==> config.mk <==
export PLATFORM = sky130hd
export DESIGN_NAME = mcyc_ctrl_v2_flat
export DESIGN_NICKNAME = d
export VERILOG_FILES = /design/src/rtl/mcyc_ctrl_v2_if.sv /design/src/rtl/mcyc_ctrl_v2.sv /design/src/flat_wrapper.sv
export SDC_FILE = /design/constraint.sdc
export NUM_CORES = 1
export LEC_CHECK = 0
export ABC_AREA = 1
export CORE_ASPECT_RATIO = 1.2
export CORE_UTILIZATION = 48
export DETAILED_ROUTE_END_ITERATION = 16
export PLACE_DENSITY = 0.86
export SLEW_MARGIN = 40
export SYNTH_ARGS = -nofsm -noshare
export SYNTH_HDL_FRONTEND = slang
export SYNTH_SLANG_ARGS = --single-unit
==> constraint.sdc <==
create_clock -name clk -period 4.4 [get_ports clk]
set_input_delay 0.44 -clock clk [delete_from_list [all_inputs] [get_ports clk]]
set_output_delay 0.44 -clock clk [all_outputs]
set_load 0.02 [all_outputs]
==> src/rtl/mcyc_ctrl_v2_if.sv <==
// Control bus between the multi-cycle controller and its datapath.
// master = controller side, slave = datapath side.
interface mcyc_ctrl_v2_if;
    logic [31:0] inst_in;
    logic        zero;
    logic        overflow;
    logic        mio_ready;
    logic        int_req;
    logic        mem_read;
    logic        mem_write;
    logic        cpu_mio;
    logic        iord;
    logic        ir_write;
    logic        reg_write;
    logic        pc_write;
    logic        pc_write_cond;
    logic        branch;
    logic        epc_write;
    logic        int_ack;
    logic [2:0]  alu_op;
    logic [1:0]  reg_dst;
    logic [1:0]  mem_to_reg;
    logic [1:0]  alu_src_a;
    logic [2:0]  alu_src_b;
    logic [2:0]  pc_source;
    logic [4:0]  state_out;
    logic [1:0]  cause;
    logic        err_timeout;

    modport master (
        input  inst_in, zero, overflow, mio_ready, int_req,
        output mem_read, mem_write, cpu_mio, iord, ir_write,
        output reg_write, pc_write, pc_write_cond, branch,
        output epc_write, int_ack, alu_op, reg_dst, mem_to_reg,
        output alu_src_a, alu_src_b, pc_source,
        output state_out, cause, err_timeout
    );

    modport slave (
        output inst_in, zero, overflow, mio_ready, int_req,
        input  mem_read, mem_write, cpu_mio, iord, ir_write,
        input  reg_write, pc_write, pc_write_cond, branch,
        input  epc_write, int_ack, alu_op, reg_dst, mem_to_reg,
        input  alu_src_a, alu_src_b, pc_source,
        input  state_out, cause, err_timeout
    );
endinterface

==> src/rtl/mcyc_ctrl_v2.sv <==
// Multi-cycle MIPS-style control FSM with interrupt/overflow trap
// and memory wait timeout.
module mcyc_ctrl_v2 #(
    parameter int MIO_TIMEOUT = 15,
    parameter int INT_EN      = 1,
    parameter int OVF_TRAP    = 1
) (
    input  logic           clk,
    input  logic           reset,
    mcyc_ctrl_v2_if.master bus
);
    typedef enum logic [4:0] {
        S_IF    = 5'd0,  S_ID    = 5'd1,  S_MEX   = 5'd2,
        S_MRD   = 5'd3,  S_LWB   = 5'd4,  S_MWR   = 5'd5,
        S_REX   = 5'd6,  S_RWB   = 5'd7,  S_IEX   = 5'd8,
        S_IWB   = 5'd9,  S_LUI   = 5'd10, S_BR    = 5'd11,
        S_JAL   = 5'd13, S_JR    = 5'd14, S_J     = 5'd15,
        S_JALR  = 5'd16, S_ERET  = 5'd17, S_TRAP  = 5'd18,
        S_ERR   = 5'd31
    } state_t;

    localparam logic [2:0] ADD = 3'b010;

    state_t      r_state;
    state_t      w_base;
    state_t      w_next;
    logic        r_ie;
    logic [1:0]  r_cause;
    logic [7:0]  r_wait;
    logic [5:0]  w_op;
    logic [5:0]  w_fn;
    logic        w_hit;
    logic        w_wait_st;
    logic        w_addsub;
    logic        w_ovf_trap;
    logic        w_irq;
    logic        w_unused;

    assign w_op = bus.inst_in[31:26];
    assign w_fn = bus.inst_in[5:0];
    assign w_unused = ^{bus.zero, bus.inst_in[25:6]};
    assign w_hit = ({1'b0, r_wait} + 9'd1) == 9'(MIO_TIMEOUT);
    assign w_wait_st = (r_state == S_IF) || (r_state == S_MRD)
                    || (r_state == S_MWR);

    assign w_addsub =
        ((r_state == S_REX) && (w_op == 6'h00)
            && ((w_fn == 6'h20) || (w_fn == 6'h22)))
        || ((r_state == S_IEX) && (w_op == 6'h08));
    assign w_ovf_trap = (OVF_TRAP != 0) && bus.overflow && w_addsub;

    function automatic logic [2:0] f_ralu(input logic [5:0] fn);
        case (fn)
            6'h24:   return 3'b000;
            6'h25:   return 3'b001;
            6'h26:   return 3'b011;
            6'h27:   return 3'b100;
            6'h02:   return 3'b101;
            6'h22:   return 3'b110;
            6'h2a:   return 3'b111;
            default: return ADD;
        endcase
    endfunction

    function automatic logic [2:0] f_ialu(input logic [5:0] op);
        case (op)
            6'h0c:   return 3'b000;
            6'h0d:   return 3'b001;
            6'h0e:   return 3'b011;
            6'h0a:   return 3'b111;
            default: return ADD;
        endcase
    endfunction

    always_comb begin
        w_base = S_IF;
        case (r_state)
            S_IF:  w_base = bus.mio_ready ? S_ID
                          : (w_hit ? S_ERR : S_IF);
            S_ID: begin
                if (w_op == 6'h00) begin
                    case (w_fn)
                        6'h20, 6'h22, 6'h24, 6'h25,
                        6'h26, 6'h27, 6'h2a, 6'h02: w_base = S_REX;
                        6'h08:   w_base = S_JR;
                        6'h09:   w_base = S_JALR;
                        default: w_base = S_IF;
                    endcase
                end else begin
                    case (w_op)
                        6'h23, 6'h2b: w_base = S_MEX;
                        6'h08, 6'h0c, 6'h0d,
                        6'h0e, 6'h0a: w_base = S_IEX;
                        6'h0f:        w_base = S_LUI;
                        6'h04, 6'h05: w_base = S_BR;
                        6'h02:        w_base = S_J;
                        6'h03:        w_base = S_JAL;
                        6'h10: w_base = (w_fn == 6'h18) ? S_ERET : S_IF;
                        default:      w_base = S_IF;
                    endcase
                end
            end
            S_MEX: w_base = (w_op == 6'h23) ? S_MRD : S_MWR;
            S_MRD: w_base = bus.mio_ready ? S_LWB
                          : (w_hit ? S_ERR : S_MRD);
            S_MWR: w_base = bus.mio_ready ? S_IF
                          : (w_hit ? S_ERR : S_MWR);
            S_REX: w_base = w_ovf_trap ? S_TRAP : S_RWB;
            S_IEX: w_base = w_ovf_trap ? S_TRAP : S_IWB;
            S_ERR: w_base = S_ERR;
            default: w_base = S_IF;
        endcase
    end

    // IF self-loop is a wait, not a return to IF; TRAP itself never re-traps
    assign w_irq = (INT_EN != 0) && r_ie && bus.int_req
                && (w_base == S_IF) && (r_state != S_IF)
                && (r_state != S_TRAP);
    assign w_next = w_irq ? S_TRAP : w_base;

    always_ff @(posedge clk or posedge reset) begin
        if (reset) begin
            r_state <= S_IF;
            r_ie    <= 1'b1;
            r_cause <= 2'b00;
            r_wait  <= 8'd0;
        end else begin
            r_state <= w_next;
            if (w_next == S_TRAP) begin
                r_ie    <= 1'b0;
                r_cause <= w_ovf_trap ? 2'b10 : 2'b01;
            end else if (r_state == S_ERET) begin
                r_ie <= 1'b1;
            end
            if (w_wait_st && !bus.mio_ready && (w_next == r_state))
                r_wait <= r_wait + 8'd1;
            else
                r_wait <= 8'd0;
        end
    end

    assign bus.state_out = r_state;
    assign bus.cause     = r_cause;

    always_comb begin
        bus.mem_read      = 1'b0;
        bus.mem_write     = 1'b0;
        bus.cpu_mio       = 1'b0;
        bus.iord          = 1'b0;
        bus.ir_write      = 1'b0;
        bus.reg_write     = 1'b0;
        bus.pc_write      = 1'b0;
        bus.pc_write_cond = 1'b0;
        bus.branch        = 1'b0;
        bus.epc_write     = 1'b0;
        bus.int_ack       = 1'b0;
        bus.alu_op        = 3'b000;
        bus.reg_dst       = 2'b00;
        bus.mem_to_reg    = 2'b00;
        bus.alu_src_a     = 2'b00;
        bus.alu_src_b     = 3'b000;
        bus.pc_source     = 3'b000;
        bus.err_timeout   = 1'b0;
        case (r_state)
            S_IF: begin
                bus.mem_read  = 1'b1;
                bus.cpu_mio   = 1'b1;
                bus.ir_write  = 1'b1;
                bus.pc_write  = 1'b1;
                bus.alu_src_b = 3'b001;
                bus.alu_op    = ADD;
            end
            S_ID: begin
                bus.alu_src_b = 3'b100;
                bus.alu_op    = ADD;
            end
            S_REX: begin
                bus.alu_src_a = 2'b01;
                bus.alu_op    = f_ralu(w_fn);
                if (w_fn == 6'h02) begin
                    bus.alu_src_a = 2'b10;
                    bus.alu_src_b = 3'b010;
                end
            end
            S_RWB: begin
                bus.reg_write = 1'b1;
                bus.reg_dst   = 2'b01;
            end
            S_IEX: begin
                bus.alu_src_a = 2'b01;
                bus.alu_op    = f_ialu(w_op);
                bus.alu_src_b = ((w_op == 6'h08) || (w_op == 6'h0a))
                              ? 3'b010 : 3'b011;
            end
            S_IWB: bus.reg_write = 1'b1;
            S_MEX: begin
                bus.alu_src_a = 2'b01;
                bus.alu_src_b = 3'b010;
                bus.alu_op    = ADD;
            end
            S_MRD: begin
                bus.mem_read = 1'b1;
                bus.iord     = 1'b1;
                bus.cpu_mio  = 1'b1;
            end
            S_LWB: begin
                bus.reg_write  = 1'b1;
                bus.mem_to_reg = 2'b01;
            end
            S_MWR: begin
                bus.mem_write = 1'b1;
                bus.iord      = 1'b1;
                bus.cpu_mio   = 1'b1;
            end
            S_BR: begin
                bus.pc_write_cond = 1'b1;
                bus.pc_source     = 3'b001;
                bus.alu_op        = 3'b110;
                bus.alu_src_a     = 2'b01;
                bus.branch        = (w_op == 6'h04);
            end
            S_J: begin
                bus.pc_write  = 1'b1;
                bus.pc_source = 3'b010;
            end
            S_JAL: begin
                bus.pc_write   = 1'b1;
                bus.pc_source  = 3'b010;
                bus.reg_write  = 1'b1;
                bus.reg_dst    = 2'b10;
                bus.mem_to_reg = 2'b11;
            end
            S_JR: begin
                bus.pc_write  = 1'b1;
                bus.pc_source = 3'b011;
            end
            S_JALR: begin
                bus.pc_write   = 1'b1;
                bus.pc_source  = 3'b011;
                bus.reg_write  = 1'b1;
                bus.reg_dst    = 2'b01;
                bus.mem_to_reg = 2'b11;
            end
            S_LUI: begin
                bus.reg_write  = 1'b1;
                bus.mem_to_reg = 2'b10;
            end
            S_ERET: begin
                bus.pc_write  = 1'b1;
                bus.pc_source = 3'b101;
            end
            S_TRAP: begin
                bus.epc_write = 1'b1;
                bus.pc_write  = 1'b1;
                bus.pc_source = 3'b100;
                bus.int_ack   = 1'b1;
            end
            S_ERR: bus.err_timeout = 1'b1;
            default: ;
        endcase
    end
endmodule

==> src/flat_wrapper.sv <==
// flat-port wrapper written by rule: the top's interface ports become plain ports
module mcyc_ctrl_v2_flat 
#(
    parameter int MIO_TIMEOUT = 15,
    parameter int INT_EN      = 1,
    parameter int OVF_TRAP    = 1
)
  (clk, reset, bus_inst_in, bus_zero, bus_overflow, bus_mio_ready, bus_int_req, bus_mem_read, bus_mem_write, bus_cpu_mio, bus_iord, bus_ir_write, bus_reg_write, bus_pc_write, bus_pc_write_cond, bus_branch, bus_epc_write, bus_int_ack, bus_alu_op, bus_reg_dst, bus_mem_to_reg, bus_alu_src_a, bus_alu_src_b, bus_pc_source, bus_state_out, bus_cause, bus_err_timeout);
  mcyc_ctrl_v2_if bus_i ();
  input  logic clk;
  input  logic reset;
  input wire logic [$bits(bus_i.inst_in)-1:0] bus_inst_in;
  input wire logic [$bits(bus_i.zero)-1:0] bus_zero;
  input wire logic [$bits(bus_i.overflow)-1:0] bus_overflow;
  input wire logic [$bits(bus_i.mio_ready)-1:0] bus_mio_ready;
  input wire logic [$bits(bus_i.int_req)-1:0] bus_int_req;
  output wire logic [$bits(bus_i.mem_read)-1:0] bus_mem_read;
  output wire logic [$bits(bus_i.mem_write)-1:0] bus_mem_write;
  output wire logic [$bits(bus_i.cpu_mio)-1:0] bus_cpu_mio;
  output wire logic [$bits(bus_i.iord)-1:0] bus_iord;
  output wire logic [$bits(bus_i.ir_write)-1:0] bus_ir_write;
  output wire logic [$bits(bus_i.reg_write)-1:0] bus_reg_write;
  output wire logic [$bits(bus_i.pc_write)-1:0] bus_pc_write;
  output wire logic [$bits(bus_i.pc_write_cond)-1:0] bus_pc_write_cond;
  output wire logic [$bits(bus_i.branch)-1:0] bus_branch;
  output wire logic [$bits(bus_i.epc_write)-1:0] bus_epc_write;
  output wire logic [$bits(bus_i.int_ack)-1:0] bus_int_ack;
  output wire logic [$bits(bus_i.alu_op)-1:0] bus_alu_op;
  output wire logic [$bits(bus_i.reg_dst)-1:0] bus_reg_dst;
  output wire logic [$bits(bus_i.mem_to_reg)-1:0] bus_mem_to_reg;
  output wire logic [$bits(bus_i.alu_src_a)-1:0] bus_alu_src_a;
  output wire logic [$bits(bus_i.alu_src_b)-1:0] bus_alu_src_b;
  output wire logic [$bits(bus_i.pc_source)-1:0] bus_pc_source;
  output wire logic [$bits(bus_i.state_out)-1:0] bus_state_out;
  output wire logic [$bits(bus_i.cause)-1:0] bus_cause;
  output wire logic [$bits(bus_i.err_timeout)-1:0] bus_err_timeout;
  assign bus_i.inst_in = bus_inst_in;
  assign bus_i.zero = bus_zero;
  assign bus_i.overflow = bus_overflow;
  assign bus_i.mio_ready = bus_mio_ready;
  assign bus_i.int_req = bus_int_req;
  assign bus_mem_read = bus_i.mem_read;
  assign bus_mem_write = bus_i.mem_write;
  assign bus_cpu_mio = bus_i.cpu_mio;
  assign bus_iord = bus_i.iord;
  assign bus_ir_write = bus_i.ir_write;
  assign bus_reg_write = bus_i.reg_write;
  assign bus_pc_write = bus_i.pc_write;
  assign bus_pc_write_cond = bus_i.pc_write_cond;
  assign bus_branch = bus_i.branch;
  assign bus_epc_write = bus_i.epc_write;
  assign bus_int_ack = bus_i.int_ack;
  assign bus_alu_op = bus_i.alu_op;
  assign bus_reg_dst = bus_i.reg_dst;
  assign bus_mem_to_reg = bus_i.mem_to_reg;
  assign bus_alu_src_a = bus_i.alu_src_a;
  assign bus_alu_src_b = bus_i.alu_src_b;
  assign bus_pc_source = bus_i.pc_source;
  assign bus_state_out = bus_i.state_out;
  assign bus_cause = bus_i.cause;
  assign bus_err_timeout = bus_i.err_timeout;
  mcyc_ctrl_v2 #(.MIO_TIMEOUT(MIO_TIMEOUT), .INT_EN(INT_EN), .OVF_TRAP(OVF_TRAP)) u_core (.clk(clk), .reset(reset), .bus(bus_i));
endmodule
==> results.py <==
metrics = {
    "synth": {
        "ys_async_sr_fraction_pct": 100,
        "seq_area_frac_synth_pct": 21.2,
        "synthDistinctLibCells": 34,
        "synthTopCellsByArea": "dfrtp_1 20%, nand2_1 15%, inv_1 11%",
        "netlist.area_leader.share_pct": 19.8,
        "syn-instance-count": 318,
        "yosysMostFrequentCell": "nand2_1",
        "synth_commonest_cells": "77 x nand2_1, 54 x inv_1, 52 x nor2_1",
        "synth_area_sq_mm": 0.00190,
        "synth_area_leader_cell": "dfrtp_1",
        "synth-edff-count": 0,
        "avgSynthCellArea_sq_um": 5.96,
        "ys_ff_latch": 16,
        "syn-num-nets": 358,
        "yosys_warnings": 0,
        "synth-main-ff-cell": "dfrtp_1",
    },
    "setup_path": {
        "r2r_slack_ns": 2.20,
        "r2r-start": "u_core.bus.state_out[0]",
        "worstPathMaxFanout": 5,
        "crit_type": "primary input to output pin",
        "r2r-end": "u_core.bus.cause[1]",
        "r2r_cells": 16,
        "worst_ep_required_time_ns": 3.96,
        "worstSetupEndpointType": "output pin",
        "critPathArrivalTime_ns": 2.58,
        "start_kind": "primary input",
    },
    "final_layout": {
        "fin_util_pct": 67.6,
        "finalNetCount": 411,
        "diodes": 0,
        "fill_cells": 349,
        "layout.cells.non_filler": 422,
        "synthToLayoutAreaGrowth_pct": 31.7,
        "stdcell_area_sq_mm": 0.00250,
        "drive_gt1_share_pct": 11.6,
    },
    "clock_network": {
        "ctsResizeCount": 0,
        "h-tree-depth": 1,
        "worstSkewPairLatency_ns": 0.25,
        "cts_tree": "done",
        "clock-sinks": 16,
        "clockBufferDepth": 2,
        "post_cts_buffers": 0,
        "clkSlewWorstSetupHoldPaths_ns": 0.06,
        "hold_buffers": 0,
        "cts_root_buffer": "clkbuf_8",
        "cts_made_buffers": 3,
    },
    "die": {
        "core_area_sq_mm": 0.00369,
        "initial_core_util_pct": 51.3,
        "pin_count": 72,
        "fp.dieH_um": 70.8,
        "rows": 24,
        "die_x_um": 59.4,
        "dieArea_sq_mm": 0.00421,
    },
    "placement": {
        "preCtsSetupSlack_ns": 1.39,
        "portBuffers": 50,
        "gp_congestion": 0.935,
        "dp_cells": 418,
        "placed_cell_area_sq_mm": 0.00244,
        "dp_hpwl_um": 4080,
    },
    "routing": {
        "via_per_inst": 5.24,
        "wl_met3_um": 160,
        "wl_met1_um": 2060,
        "drc_errors": 0,
        "ant_nets": 0,
        "dr.pass1.iters": 4,
        "vias": 2211,
        "routed.top_layer": "met4",
        "wl_um": 4890,
        "drt_iter0_drc": 106,
        "wl_per_cell_um": 11.6,
        "wl_met2_um": 2510,
    },
    "sta": {
        "fin_setup_tns_ns": 0,
        "tightest_slew_ns": 0.660,
        "hold_viol_final": 0,
        "max_clock_freq_ghz": 0.331,
        "post-route-min-period_ns": 3.02,
        "slew_violations": 0,
        "layout_setup_ws_ns": 1.38,
        "finalCritPeriodShare_pct": 68.6,
        "setup_violations": 0,
        "clock_skew_ns": 0.00630,
        "rsz0062_at_grt": "no",
        "slew_headroom_pct": 55.7,
    },
    "grt": {
        "track_usage_pct": 24.6,
        "grt_pass1_vias": 1998,
        "antenna_found_initial": 0,
        "grt_pass1_wl_um": 8090,
        "grt_max_degree": 17,
        "overflow": 0,
    },
    "worst_hold_path": {
        "worstHoldStart": "u_core.bus.cause[0]",
        "holdPathEnd": "u_core.bus.cause[0]",
        "holdPathStages": 2,
        "worst_hold_path_type": "flop to flop",
    },
    "power_and_ir_drop": {
        "power_density_mw_per_mm2": 511,
        "vdd.ir_drop.worst_mv": 0.239,
        "leakagePower_nw": 1.24,
    },
    "job": {
        "cap_violations": 0,
    },
    "outcome": {
        "status": "finished, final reports clean",
    },
}
-- critical path, stage by stage --
cell and delay (ns):
clkdlybuf4s50_1 0.58, inv_1 0.10, nor2_2 0.12, inv_1 0.05, nor4_1 0.45, a21oi_1 0.13, o21ai_0 0.09, clkdlybuf4s50_1 0.62
-- how the worst max path moves through the flow --
stage                             from             to  slack, ns  depth (start not counted)
2_1_floorplan  u_core.bus.state_out[4]     bus_branch       2.21                          5
3_5_place_dp           bus_inst_in[29]  bus_alu_op[2]       1.39                          8
3_3_place_gp           bus_inst_in[29]  bus_alu_op[2]       1.42                          8
5_1_grt                bus_inst_in[29]  bus_alu_op[2]       1.23                          8
6_report               bus_inst_in[29]  bus_alu_op[2]       1.38                          8
4_1_cts                bus_inst_in[29]  bus_alu_op[2]       1.38                          8
-- sequential cells by signal, indices dropped and copies added, names as in the netlist --
signal / cells
u_core.r_ie: 1
u_core.r_wait: 8
u_core.bus.cause: 2
u_core.bus.state_out: 5
-- cell type report --
| cell class | instances | area (sq um) | area share (%) |
|---|---|---|---|
| repair buffers | 50 | 500 | 20.0 |
| inverters | 57 | 214 | 8.57 |
| well taps | 52 | 65.1 | 2.61 |
| flip-flops and latches | 16 | 402 | 16.1 |
| multi-input cells | 243 | 1260 | 50.5 |
| clock buffers | 4 | 55.1 | 2.20 |
-- power breakdown --
part | internal (mW) | total (mW) | switching (mW) | leakage (nW)
Combinational | 0.366 | 0.926 | 0.561 | 1.00
Clock | 0.0795 | 0.132 | 0.0527 | 0.0288
Sequential | 0.181 | 0.219 | 0.0379 | 0.211
Total | 0.626 | 1.28 | 0.651 | 1.24
-- cell families after synthesis --
group	Yosys count	share of synthesized area [%]
simple gates	212	55.1
buf+inv	59	12.3
fa+ha+maj	2	1.32
flops	16	21.2
compound gates	29	10.1
-- per-layer routing --
metal  global-route usage, %  vias up
li1                        -     1118
met1                    29.7      997
met2                    43.9       76
met3                   0.914       20
met4                    11.1        0
met5                       0        -
-- placed cells by master, fill, tap and decap left out, drive strengths merged --
| master | instances |
|---|---|
| nand4 | 12 |
| a31oi | 3 |
| inv | 57 |
| a22oi | 1 |
| o21bai | 1 |
| nor3 | 3 |
| o31ai | 1 |
| dfstp | 1 |
| and2 | 1 |
| nand3b | 2 |
| nor2 | 66 |
| and3 | 1 |
| nor4 | 1 |
| nand3 | 39 |
| clkdlybuf4s50 | 50 |
| dfrtp | 15 |
| nor3b | 1 |
| o221ai | 1 |
| nand2 | 85 |
| or2 | 1 |
| o21ai | 7 |
| a21oi | 13 |
| ha | 2 |
| clkbuf | 4 |
| o211ai | 2 |
-- through the flow --
stage	power, mW	hold slack (ns)
global placement	1.13	0.451
global route	1.36	0.497
floorplan	0.791	0.353
CTS	1.28	0.473
finish	1.28	0.467
detailed placement	1.14	0.453
Power figures use the tool's default switching activity.
